<file path="config.mk">
export PLATFORM = sky130hd
export DESIGN_NAME = wallace_tree
export DESIGN_NICKNAME = d
export VERILOG_FILES = /design/src/rtl/wallace_tree_pkg.sv /design/src/rtl/wallace_tree_csa_row.sv /design/src/rtl/wallace_tree.sv
export SDC_FILE = /design/constraint.sdc
export NUM_CORES = 1
export LEC_CHECK = 0
export ABC_AREA = 1
export CAP_MARGIN = 5
export CORE_MARGIN = 2
export CORE_UTILIZATION = 62
export DETAILED_ROUTE_END_ITERATION = 6
export PLACE_DENSITY = 0.89
export SETUP_SLACK_MARGIN = 0.2
export SLEW_MARGIN = 20
export SYNTH_ARGS = -nofsm -noshare
export SYNTH_HDL_FRONTEND = slang
export SYNTH_SLANG_ARGS = --single-unit
</file>
<file path="constraint.sdc">
create_clock -name Clk -period 9.8 [get_ports Clk]
set_input_delay 1.47 -clock Clk [delete_from_list [all_inputs] [get_ports Clk]]
set_output_delay 1.47 -clock Clk [all_outputs]
set_load 0.05 [all_outputs]
</file>
<file path="src/rtl/wallace_tree_pkg.sv">
// rtl/wallace_tree_pkg.sv - shared types, widths and helpers for the Wallace-tree multiplier
// Purpose: operand/product widths, state encoding and the partial-product generator.
// Ports: none (package).
package wallace_tree_pkg;

  localparam int N = 16;
  localparam int W = 2 * N;

  typedef logic [N-1:0] operand_t;
  typedef logic [W-1:0] product_t;

  typedef enum logic [1:0] {
    IDLE = 2'd0,
    CSA  = 2'd1,
    ADD  = 2'd2,
    DONE = 2'd3
  } state_t;

  // Row i of the partial-product matrix: multiplicand gated by bit i of the multiplier.
  function automatic product_t partial_product(input operand_t a, input operand_t b, input int i);
    product_t w_row;
    w_row = {{N{1'b0}}, (b & {N{a[i]}})};
    return w_row << i;
  endfunction

endpackage

</file>
<file path="src/rtl/wallace_tree_csa_row.sv">
// rtl/wallace_tree_csa_row.sv - W-bit 3:2 carry-save compressor row
// Purpose: reduce three W-bit rows to a sum row and a weight-aligned carry row.
// Ports:
//   a, b, c : input rows (W bits)
//   sum     : bitwise a^b^c
//   carry   : bitwise majority(a,b,c), shifted left by one (bit W is dropped)
module csa_row
  import wallace_tree_pkg::*;
(
  input  logic [W-1:0] a,
  input  logic [W-1:0] b,
  input  logic [W-1:0] c,
  output logic [W-1:0] sum,
  output logic [W-1:0] carry
);

  assign sum   = a ^ b ^ c;
  assign carry = ((a & b) | (a & c) | (b & c)) << 1;

endmodule

</file>
<file path="src/rtl/wallace_tree.sv">
// rtl/wallace_tree.sv - 16x16 unsigned multiplier with Wallace-tree reducer and 2-cycle Run sequence
// Purpose: load operands, then on Run register the tree's sum/carry rows (CSA) and their final sum (ADD).
// Ports:
//   Clk, Reset          : clock, synchronous active-high reset
//   Run                 : start command; must drop to 0 before another run can start
//   ClearA_LoadB        : in IDLE (and Run low) loads MUR/MUD and clears the result registers
//   MUR, MUD            : multiplier / multiplicand operands
//   result              : registered product
//   result1, result2    : registered sum and carry rows of the tree
//   test, test2         : operand registers (debug)
module wallace_tree
  import wallace_tree_pkg::*;
(
  input  logic         Clk,
  input  logic         Reset,
  input  logic         Run,
  input  logic         ClearA_LoadB,
  input  logic [N-1:0] MUR,
  input  logic [N-1:0] MUD,
  output logic [W-1:0] result,
  output logic [W-1:0] result1,
  output logic [W-1:0] result2,
  output logic [N-1:0] test,
  output logic [N-1:0] test2
);

  state_t   r_state, w_state_next;
  operand_t r_op_a, r_op_b;
  product_t r_result, r_result1, r_result2;
  logic     w_load, w_csa, w_add;

  // Tree rows per level: 16 -> 11 -> 8 -> 6 -> 4 -> 3 -> 2
  product_t w_l0 [16];
  product_t w_l1 [11];
  product_t w_l2 [8];
  product_t w_l3 [6];
  product_t w_l4 [4];
  product_t w_l5 [3];
  product_t w_sum, w_carry;

  genvar gi;
  for (gi = 0; gi < N; gi++) begin : g_pp
    assign w_l0[gi] = partial_product(r_op_a, r_op_b, gi);
  end

  for (gi = 0; gi < 5; gi++) begin : g_lvl1
    csa_row u_csa (.a(w_l0[3*gi]), .b(w_l0[3*gi+1]), .c(w_l0[3*gi+2]),
                   .sum(w_l1[2*gi]), .carry(w_l1[2*gi+1]));
  end
  assign w_l1[10] = w_l0[15];

  for (gi = 0; gi < 3; gi++) begin : g_lvl2
    csa_row u_csa (.a(w_l1[3*gi]), .b(w_l1[3*gi+1]), .c(w_l1[3*gi+2]),
                   .sum(w_l2[2*gi]), .carry(w_l2[2*gi+1]));
  end
  assign w_l2[6] = w_l1[9];
  assign w_l2[7] = w_l1[10];

  for (gi = 0; gi < 2; gi++) begin : g_lvl3
    csa_row u_csa (.a(w_l2[3*gi]), .b(w_l2[3*gi+1]), .c(w_l2[3*gi+2]),
                   .sum(w_l3[2*gi]), .carry(w_l3[2*gi+1]));
  end
  assign w_l3[4] = w_l2[6];
  assign w_l3[5] = w_l2[7];

  for (gi = 0; gi < 2; gi++) begin : g_lvl4
    csa_row u_csa (.a(w_l3[3*gi]), .b(w_l3[3*gi+1]), .c(w_l3[3*gi+2]),
                   .sum(w_l4[2*gi]), .carry(w_l4[2*gi+1]));
  end

  csa_row u_lvl5 (.a(w_l4[0]), .b(w_l4[1]), .c(w_l4[2]), .sum(w_l5[0]), .carry(w_l5[1]));
  assign w_l5[2] = w_l4[3];

  csa_row u_lvl6 (.a(w_l5[0]), .b(w_l5[1]), .c(w_l5[2]), .sum(w_sum), .carry(w_carry));

  always_comb begin
    w_state_next = r_state;
    w_load       = 1'b0;
    w_csa        = 1'b0;
    w_add        = 1'b0;
    case (r_state)
      IDLE: begin
        // Run wins over a simultaneous load; the run uses the registers as they stand.
        if (Run)               w_state_next = CSA;
        else if (ClearA_LoadB) w_load       = 1'b1;
      end
      CSA: begin
        w_csa        = 1'b1;
        w_state_next = ADD;
      end
      ADD: begin
        w_add        = 1'b1;
        w_state_next = DONE;
      end
      DONE: begin
        // Wait for Run to drop so a held Run does not retrigger.
        if (!Run) w_state_next = IDLE;
      end
      default: w_state_next = IDLE;
    endcase
  end

  always_ff @(posedge Clk) begin
    if (Reset) begin
      r_state   <= IDLE;
      r_op_a    <= '0;
      r_op_b    <= '0;
      r_result  <= '0;
      r_result1 <= '0;
      r_result2 <= '0;
    end else begin
      r_state <= w_state_next;
      if (w_load) begin
        r_op_a    <= MUR;
        r_op_b    <= MUD;
        r_result  <= '0;
        r_result1 <= '0;
        r_result2 <= '0;
      end
      if (w_csa) begin
        r_result1 <= w_sum;
        r_result2 <= w_carry;
      end
      if (w_add) r_result <= r_result1 + r_result2;
    end
  end

  assign result  = r_result;
  assign result1 = r_result1;
  assign result2 = r_result2;
  assign test    = r_op_a;
  assign test2   = r_op_b;

endmodule

</file>
== Yosys cells after proc, flatten, opt, wreduce, memory -nomap -nowiden ==
Cells that the tools add are included.
Operators by class
  reductions and logical operators: 4
  eq/ne operators: 5
  mux-type cells: 13
  bitwise gates (word level): 114
  $add $sub $neg: 1
Operator list (number)
  bitwise AND 31 bit: 27
  bitwise OR 31 bit: 23
  XOR 32 bit: 12
  bitwise AND 16 bit: 16
  two-way mux 32 bit: 5
  adder 32 bit: 1
  XOR 18 x 32 -> 32 bit: 1
  XOR 27 x 32 -> 32 bit: 1
  XOR 32 x 21 -> 32 bit: 1
  XOR 32 x 24 -> 32 bit: 1
  XOR 32 x 30 -> 32 bit: 1
  XOR 32 x 31 -> 32 bit: 1
  bitwise OR 31 x 18 -> 31 bit: 1
  bitwise OR 31 x 21 -> 31 bit: 1
  bitwise OR 31 x 24 -> 31 bit: 1
  bitwise OR 31 x 27 -> 31 bit: 1
  bitwise OR 31 x 30 -> 31 bit: 1
  bitwise AND 28 x 30 -> 30 bit: 1
  bitwise AND 29 x 30 -> 30 bit: 1
  XOR 29 x 30 -> 30 bit: 1
  bitwise AND 28 x 29 -> 29 bit: 1
  XOR 28 x 29 -> 29 bit: 1
  bitwise AND 25 x 27 -> 27 bit: 1
  bitwise AND 26 x 27 -> 27 bit: 1
  27 further kinds: 35
Storage, ports and cells
  logic and storage cells: 143
  register bits after elaboration: 129
  input port bits: 36

== Longest topological paths before layout ==
Gate-level depths: netlist of the first run.
  word-level depth: 20
  mapped depth: 16
  mapped depth without buffers: 14

== Hierarchy ==
A second synthesis of the first run with hierarchy kept.
Unflattened totals
  cell total of the unflattened synthesis: 2237
  area total of the unflattened synthesis: 18512.8 µm²
Modules (own cells, without submodules)
  csa_row: cells each 42, sequential area each 0.0 µm², area each 666.9 µm², times used 14
  wallace_tree: cells each 1649, sequential area each 2602.5 µm², area each 9176.3 µm², times used 1

== Worst setup path after synthesis of the first run ==
No wires, ideal clock.
  kind: register to register
  start: reg r_op_a[14], in the netlist test[14]
  end: reg r_result1[16], in the netlist result1[16]
  cell stages (with the launch flop): 14
  setup time: 0.070 ns
  arrival: 4.717 ns
  path slack: 5.013 ns
  clock period less this slack: 4.787 ns
  required time: 9.730 ns
  cell sequence: dfxtp_1 -> clkbuf_1 -> clkbuf_1 -> nand2_1 -> fa_1 -> fa_1 -> fa_1 -> fa_1 -> inv_1 -> fa_1 -> inv_1 -> fa_1 -> or2_2 -> a21oi_1
On the way
  longest elaborated chain between the ends: 14
RTL lines
  from (decl): RTL line wallace_tree.sv:28  | operand_t r_op_a, r_op_b;
  from (signal assigned): RTL line wallace_tree.sv:106  | r_op_a <= '0;
  from (signal assigned): RTL line wallace_tree.sv:114  | r_op_a <= MUR;
  bitwise AND 16 bit (*): RTL line wallace_tree_pkg.sv:22  | w_row = {{N{1'b0}}, (b & {N{a[i]}})};
  XOR 29 x 30 -> 30 bit: RTL line wallace_tree_csa_row.sv:17  | assign sum = a ^ b ^ c;
  bitwise AND 31 bit or XOR 32 x 30 -> 32 bit (tied branches): RTL line wallace_tree_csa_row.sv:18, wallace_tree_csa_row.sv:17
  bitwise OR 31 bit, or another cell as far along: RTL line wallace_tree_csa_row.sv:18  | assign carry = ((a & b) | (a & c) | (b & c)) << 1;
  bitwise OR 31 bit or XOR 32 bit (tied branches): RTL line wallace_tree_csa_row.sv:18, wallace_tree_csa_row.sv:17
  XOR 32 bit, or another cell as far along: RTL line wallace_tree_csa_row.sv:17
  bitwise AND 31 bit, or another cell as far along: RTL line wallace_tree_csa_row.sv:18
  bitwise OR 31 bit or XOR 32 x 31 -> 32 bit (tied branches): RTL line wallace_tree_csa_row.sv:18, wallace_tree_csa_row.sv:17
  bitwise OR 31 bit, or another cell as far along: RTL line wallace_tree_csa_row.sv:18
  XOR 32 bit, or another cell as far along: RTL line wallace_tree_csa_row.sv:17
  XOR 32 bit or bitwise OR 31 bit (tied branches): RTL line wallace_tree_csa_row.sv:17, wallace_tree_csa_row.sv:18
  XOR 32 bit: RTL line wallace_tree_csa_row.sv:17
  XOR 32 bit (*): RTL line wallace_tree_csa_row.sv:17
  two-way mux 32 bit (*): RTL line wallace_tree.sv:120  | if (w_csa) begin
  to (signal assigned): RTL line wallace_tree.sv:121  | r_result1 <= w_sum;
  to (decl): RTL line wallace_tree.sv:29  | product_t r_result, r_result1, r_result2;
Mark *: on every way between the ends. The rest lies on a longest branch, timed or not.
A chain may end at the register's enable or synchronous reset.

== Final worst setup path of the first run ==
  start: reg r_op_a[14], in the netlist test[14]
  end: reg r_result1[24], in the netlist result1[24]
On the way
  longest elaborated chain between the ends: 16
RTL lines (RTL line)
  bitwise AND 16 bit (*): wallace_tree_pkg.sv:22
  XOR 29 x 30 -> 30 bit: wallace_tree_csa_row.sv:17
  bitwise AND 31 bit: wallace_tree_csa_row.sv:18
  bitwise OR 31 bit (2 in a row): wallace_tree_csa_row.sv:18
  bitwise AND 31 bit: wallace_tree_csa_row.sv:18
  bitwise OR 31 bit (2 in a row): wallace_tree_csa_row.sv:18
  XOR 32 bit: wallace_tree_csa_row.sv:17
  XOR 32 x 31 -> 32 bit: wallace_tree_csa_row.sv:17
  bitwise AND 31 bit: wallace_tree_csa_row.sv:18
  bitwise OR 31 bit (2 in a row): wallace_tree_csa_row.sv:18
  XOR 32 bit: wallace_tree_csa_row.sv:17
  XOR 32 bit (*): wallace_tree_csa_row.sv:17
  two-way mux 32 bit (*): wallace_tree.sv:120
Marked as above.

==> implementation parameters, run 1 <==
Parameter                              Value

Drt
  Count of vias placed by the detailed router ... 11640
  Average via count per standard cell ... 5.388
  Wire length after detailed routing ... 35530 um
  Number of nets with antenna violations after detailed routing ... 0
  Met3 WL post-DR ... 3346 um
  Remaining DRCs ... 2
  Avg WL per Cell ... 16.45 um
  Highest routed metal layer ... met4
  Met1 WL ... 14060 um
  Number of detailed-routing iterations run before antenna repair ... 7
  Met2 routed WL ... 16900 um
  Initial DRC Count ... 1047

Synthesis
  Count of mapped cells out of synthesis ... 1797
  Post-synth cell types ... 30
  Flop and latch count out of synthesis ... 122
  Average size of a mapped cell ... 7.380 um^2
  Share of the yosys chip area belonging to registers ... 0.1842
  Count of yosys warnings during synthesis ... 0
  Post-synth design cell area ... 13260 um^2

Place
  Worst setup slack after placement ... 5.096 ns
  RD Place Congestion ... 0.9326
  Quantity of I/O buffers inserted on ports ... 155
  Post-detailed-placement half-perimeter wirelength ... 26480 um
  Total cell area at the placement stage ... 14740 um^2

Worst setup path
  Critical Path Sink Type ... flip-flop
  Required @ worst endpoint ... 10.15 ns
  Category of the most critical setup path ... flip-flop to flip-flop
  Worst R2R End ... result1[24]
  Ordered list of cells on the worst path ... nand2_1, fa_1, inv_1, fa_1, inv_1, fa_1, inv_1, fa_1, fa_1, inv_1, fa_1, or2_2, a21oi_1
  Beginning of the worst register-to-register path ... test[14]
  Biggest cell delay along the critical path ... 0.89 ns
  Path depth of the worst reg2reg path ... 13
  Max stage delay cell, worst path ... dfxtp_1
  Internal reg-to-reg setup slack ... 5.01 ns
  Highest fanout seen on the critical path ... 18
  Data arrival at the endpoint of the critical path ... 5.15 ns
  Crit path top cell by count ... fa_1
  Element type at the critical path start ... flip-flop

STA
  Final setup violation count ... 0
  Slew Limit Fails ... 0
  Setup TNS Final ... 0 ns
  Tightest hold margin ... 0.4646 ns
  Setup repair after global routing missed its margin ... false
  Final hold violation count ... 0
  Skew final ... 0.01359 ns
  Highest clock rate ... 208.6 MHz
  Part of the cycle the worst path needs ... 0.4892
  Worst slew margin relative to its limit ... 0.3768
  Min Tclk post-route ... 4.794 ns
  Crit path setup slack, layout ... 5.006 ns
  Tightest Pin Transition ... 0.9335 ns

Worst hold path
  Hold endpoint ... result[12]
  Hold Path Depth ... 2
  Type of the most critical hold path ... flip-flop to flip-flop
  Hold path startpoint ... result[12]

Global route
  Via count of the first global-routing pass ... 12110
  Global-route wire length before repair ... 57990 um
  Largest net degree at the start of global routing ... 87
  Overall track demand over capacity in global routing ... 0.3282
  Number of antenna violations at the first check in global routing ... 0
  Sum of overflow across all layers after global routing ... 0

Cells and area
  Number of inserted diodes ... 0
  Util after Layout ... 0.7286
  Final instance area ... 15320 um^2
  Commonest non-fill, non-tap cell in the layout ... nand2_1
  Count of fill cells added during filler insertion ... 1502
  Nets@finish ... 2190
  Layout-stage area growth over the synthesis result ... 15.49%
  Most frequent cells in the layout ... nand2_1 (608), inv_1 (390), fa_1 (201)
  Layout cell share with drive strength beyond 1 ... 0.05252

Outcome
  Failing checks ... DRC
  Result of the run ... complete, but fails checks

Floorplanning
  Die Outline Area ... 22580 um^2
  Initial Utilization ... 0.6309
  Number of primary I/O pins ... 164
  Area inside the core boundary ... 21020 um^2
  Std cell rows ... 53
  Horiz. Die Dim ... 150.3 um
  Vertical die dimension ... 150.3 um

Clock tree
  Clock Pin Slew Worst Setup and Hold Paths ... 0.06 ns
  Cts bufs inserted ... 17
  Setup Buffers After CTS ... 0
  Hold Buf Count CTS ... 0
  Clock latency at the later pin of the worst-skew pair ... 0.43 ns
  CTS tree ... built
  Total clock sinks ... 122
  Resize count post-CTS ... 0
  Clock tree buffer depth ... 2
  H-tree depth reported by CTS ... 4
  Root buffer cell ... clkbuf_16

Power and ir drop
  Total power divided by cell area ... 105.7 nW/um^2
  LEAKAGE ... 0.007377 uW
  Worst ir drop on vdd ... 0.1078 mV

Run
  MaxCap Viol Count ... 0
-- through the flow --
| step | instances | total power, uW |
|---|---|---|
| finish | 2160 | 1619 |
| CTS | 2159 | 1598 |
| detailed placement | 2127 | 1016 |
| global route | 2160 | 1679 |
| global placement | 2127 | 1005 |
| floorplan | 1804 | 899.1 |
-- worst max path at each step --
stage	startpoint	endpoint	slack (ns)	cells past startpoint
6_report	test[14]	result1[24]	5.01	13
5_1_grt	test[14]	result1[19]	4.89	11
4_1_cts	test[14]	result1[19]	5.07	11
3_5_place_dp	test[14]	result1[19]	5.10	11
3_3_place_gp	test[14]	result1[24]	5.10	13
2_1_floorplan	test[14]	result1[16]	5.01	13
-- synth_stat cells (all sizes together) --
library cell	n	area, um^2
clkinv	1	3.750
nand3b	6	70.07
a211oi	1	7.510
nand3	34	190.2
dfxtp	122	2442
buf	21	137.6
a31o	1	8.760
or2	23	143.9
o21ai	10	50.05
a21o	2	15.01
nor3	2	10.01
a21oi	141	716.9
inv	394	1479
nand2	622	2370
fa	201	4024
clkbuf	89	334.1
nand4	7	43.79
ha	81	1013
and2	2	17.52
nor2	36	180.2
conb	1	3.750
-- final cells by class --
class                   instances  area, um^2  share of cell area
flip-flops and latches        122        2442              0.1595
multi-input cells            1177        8906              0.5815
clock inverters                13       96.34            0.006290
well taps                     275       344.1             0.02247
clock buffers                  19       452.9             0.02957
inverters                     395        1483             0.09681
repair buffers                159        1592              0.1039
-- per-layer routing --
layer | vias to the layer above | GRT usage
li1 | 5364 | -
met1 | 5506 | 0.4146
met2 | 651 | 0.5495
met3 | 118 | 0.06939
met4 | 0 | 0.1382
met5 | - | 0
-- power breakdown --
part           internal (uW)  leakage (uW)  total [uW]  switching (uW)
combinational            128       0.00613         417             288
sequential               518      0.000986         611            93.3
clock                    337      0.000258         591             254
total                    983       0.00738        1620             636
-- registers in the layout, indices dropped and copies added (netlist names) --
signal,count
r_state,2
result,32
result1,31
result2,25
test,16
test2,16
-- worst max-delay path, delay by kind of cell (launching register included) --
kind / cells / cell delay [ns]
compound gates: 1 / 0.14
fa+ha+maj: 6 / 2.93
buf+inv: 4 / 0.24
flops: 1 / 0.89
simple gates: 2 / 0.51
-- kinds of logic after synthesis --
family,share of synthesized area
and+or+nand+nor,0.2281
buffers and inverters,0.1474
adders and majority gates,0.3798
AOI/OAI and AO/OA,0.06019
DFF,0.1842
other,0.0002828
Power figures use the tool's default switching activity.
==> inputs of run 2 (changes only) <==
CORE_UTILIZATION = 52   (was 62)
PLACE_DENSITY = 0.79   (was 0.89)
clock period = 4.3 ns   (was 9.8 ns; I/O delays follow)
==> implementation parameters, run 2 (synthesis gave the netlist of run 1 again) <==
Parameter                              Value

Worst setup path
  Max stage delay cell, worst path ... fa_2
  Required @ worst endpoint ... 4.57 ns (-5.58 ns)
  Buffers & Inverters on Critical Path ... 3 (-1)
  Category of the most critical setup path ... flip-flop to flip-flop
  Ordered list of cells on the worst path ... buf_6, nand2_1, fa_1, fa_2, fa_2, fa_1, inv_2, fa_1, inv_2, fa_2, or2_4, a21oi_2
  Critical Path Sink Type ... flip-flop
  Highest fanout seen on the critical path ... 6 (-12)
  Family of cells with the greatest summed delay on the critical path ... adder cells
  Element type at the critical path start ... flip-flop
  Biggest cell delay along the critical path ... 0.61 ns (-0.28 ns)
  Data arrival at the endpoint of the critical path ... 4.38 ns (-0.77 ns)

Place
  RD Place Congestion ... 0.8957 (-4.0%)
  Worst setup slack after placement ... 0.1626 ns (-4.933 ns)
  Post-detailed-placement half-perimeter wirelength ... 27290 um (+3.1%)
  Total cell area at the placement stage ... 15070 um^2 (+2.2%)
  Quantity of I/O buffers inserted on ports ... 155 (unchanged)

Global route
  Number of antenna violations at the first check in global routing ... 0 (unchanged)
  Via count of the first global-routing pass ... 11830 (-2.3%)
  Largest net degree at the start of global routing ... 88 (+1.1%)
  Sum of overflow across all layers after global routing ... 0 (unchanged)
  Overall track demand over capacity in global routing ... 0.2794 (-0.04882)
  Global-route wire length before repair ... 58170 um (+0.31%)

Cells and area
  Nets@finish ... 2275 (+3.9%)
  Count of fill cells added during filler insertion ... 2106 (+40%)
  Layout-stage area growth over the synthesis result ... 23.97%
  Layout cell share with drive strength beyond 1 ... 0.1467 (+0.09418)
  Final instance area ... 16440 um^2 (+7.3%)
  Number of flip-flops under the largest register name ... 32 (unchanged)
  Number of inserted diodes ... 0 (unchanged)
  Commonest non-fill, non-tap cell in the layout ... nand2_1
  Sequential cell area ... 2559 um^2 (+4.8%)
  Most frequent cells in the layout ... nand2_1 (593), inv_1 (376), fa_1 (168)
  Util after Layout ... 0.6548 (-0.07381)
  Footprint of the multi-input gates ... 9120 um^2 (+2.4%)

Drt
  Remaining DRCs ... 0 (-2)
  Initial DRC Count ... 879 (-16%)
  Count of vias placed by the detailed router ... 11860 (+1.9%)
  Number of detailed-routing iterations run before antenna repair ... 5 (-2)
  Average via count per standard cell ... 5.154 (-4.3%)
  Wire length after detailed routing ... 38080 um (+7.2%)
  Number of nets with antenna violations after detailed routing ... 0 (unchanged)
  Avg WL per Cell ... 16.56 um (+0.65%)

STA
  Highest clock rate ... 243.1 MHz (+17%)
  Skew final ... 0.01630 ns (+0.002719 ns)
  Setup TNS Final ... 0 ns (unchanged)
  Final setup violation count ... 0 (unchanged)
  Crit path setup slack, layout ... 0.1869 ns (-4.819 ns)
  Final hold violation count ... 0 (unchanged)
  Part of the cycle the worst path needs ... 0.9565 (+0.4673)
  Slew Limit Fails ... 0 (unchanged)
  Min Tclk post-route ... 4.113 ns (-0.6811 ns)
  Tightest Pin Transition ... 1.010 ns (+0.07616 ns)
  Setup repair after global routing missed its margin ... true
  Worst slew margin relative to its limit ... 0.3269 (-0.04993)

Floorplanning
  Die Outline Area ... 26800 um^2 (+19%)
  Number of primary I/O pins ... 164 (unchanged)
  Initial Utilization ... 0.5282 (-0.1027)
  Std cell rows ... 58 (+9.4%)
  Horiz. Die Dim ... 163.7 um (+8.9%)
  Area inside the core boundary ... 25110 um^2 (+19%)
  Vertical die dimension ... 163.7 um (+8.9%)

Clock tree
  Root buffer cell ... clkbuf_16
  Total clock sinks ... 122 (unchanged)
  H-tree depth reported by CTS ... 4 (unchanged)
  CTS tree ... built
  Clock tree buffer depth ... 2 (unchanged)
  Hold Buf Count CTS ... 0 (unchanged)
  Cts bufs inserted ... 17 (unchanged)
  Clock Pin Slew Worst Setup and Hold Paths ... 0.07 ns (about the same)
  Clock latency at the later pin of the worst-skew pair ... 0.44 ns (about the same)

Power and ir drop
  Total power divided by cell area ... 240.1 nW/um^2 (+130%)
  Worst ir drop on vdd ... 0.2092 mV (+94%)
  LEAKAGE ... 0.007946 uW (+7.7%)

Worst hold path
  Type of the most critical hold path ... flip-flop to flip-flop

Outcome
  Result of the run ... finished clean

Run
  MaxCap Viol Count ... 0 (unchanged)
==> run 2: cell count changes in the layout (fill, tap and decap cells not counted), moves of 12 or more <==
cell     change
or2_4       +12
buf_4       +72
inv_2       +14
fa_2        +33
dfxtp_4     +31
dfxtp_1     -31
nand2_2     +14
nand2_1     -15
or2_2       -12
inv_1       -14
fa_1        -33
==> run 2: worst paths after layout <==
| check | cells past startpoint | start | endpoint | slack [ns] |
|---|---|---|---|---|
| min | 2 | result[7] | result[7] | 0.46 |
| min reg2reg | 2 | result[7] | result[7] | 0.46 |
| max | 12 | test[11] | result1[16] | 0.19 |
| max reg2reg | 12 | test[11] | result1[16] | 0.19 |
==> run 2: final cells by class <==
type,instances,share of cell area
Tap cell,330,0.02511
Inverter,395,0.09018
Sequential cell,122,0.1556
Timing Repair Buffer,244,0.1399
Clock buffer,17,0.02588
Multi-Input combinational cell,1177,0.5547
Clock inverter,15,0.008600
==> run 2: power breakdown <==
part           internal (uW)  switching, uW  total [uW]
logic                    400            789        1190
clock network            807            619        1430
registers               1190            148        1330
==> run 2: stage by stage <==
step	power [uW]	hold WS [ns]	instances
4_1_cts	3829	0.4629	2253
6_report	3947	0.4605	2300
5_1_grt	4101	0.4804	2300
3_5_place_dp	2368	0.4546	2189
3_3_place_gp	2339	0.4492	2189
2_1_floorplan	2148	0.4926	1804
==> run 2: worst min-delay path, stage by stage, from the launching register on <==
cell     delay [ns]
dfxtp_1        0.31
nand2_1        0.06
a21oi_1        0.05
==> run 2: layer usage <==
layer,GRT usage,part of all wire,vias to the layer above
met1,0.3524,0.40,5677
met5,0,0,-
met2,0.4746,0.48,518
met4,0.1136,0.043,0
li1,-,-,5545
met3,0.05177,0.081,115
==> run 2: timing repair <==
item | in CTS | in global routing
setup endpoints to repair | 4 | 20
pin swaps | 0 | 24
resized for setup | 0 | 74
buffers inserted | 32 | 47
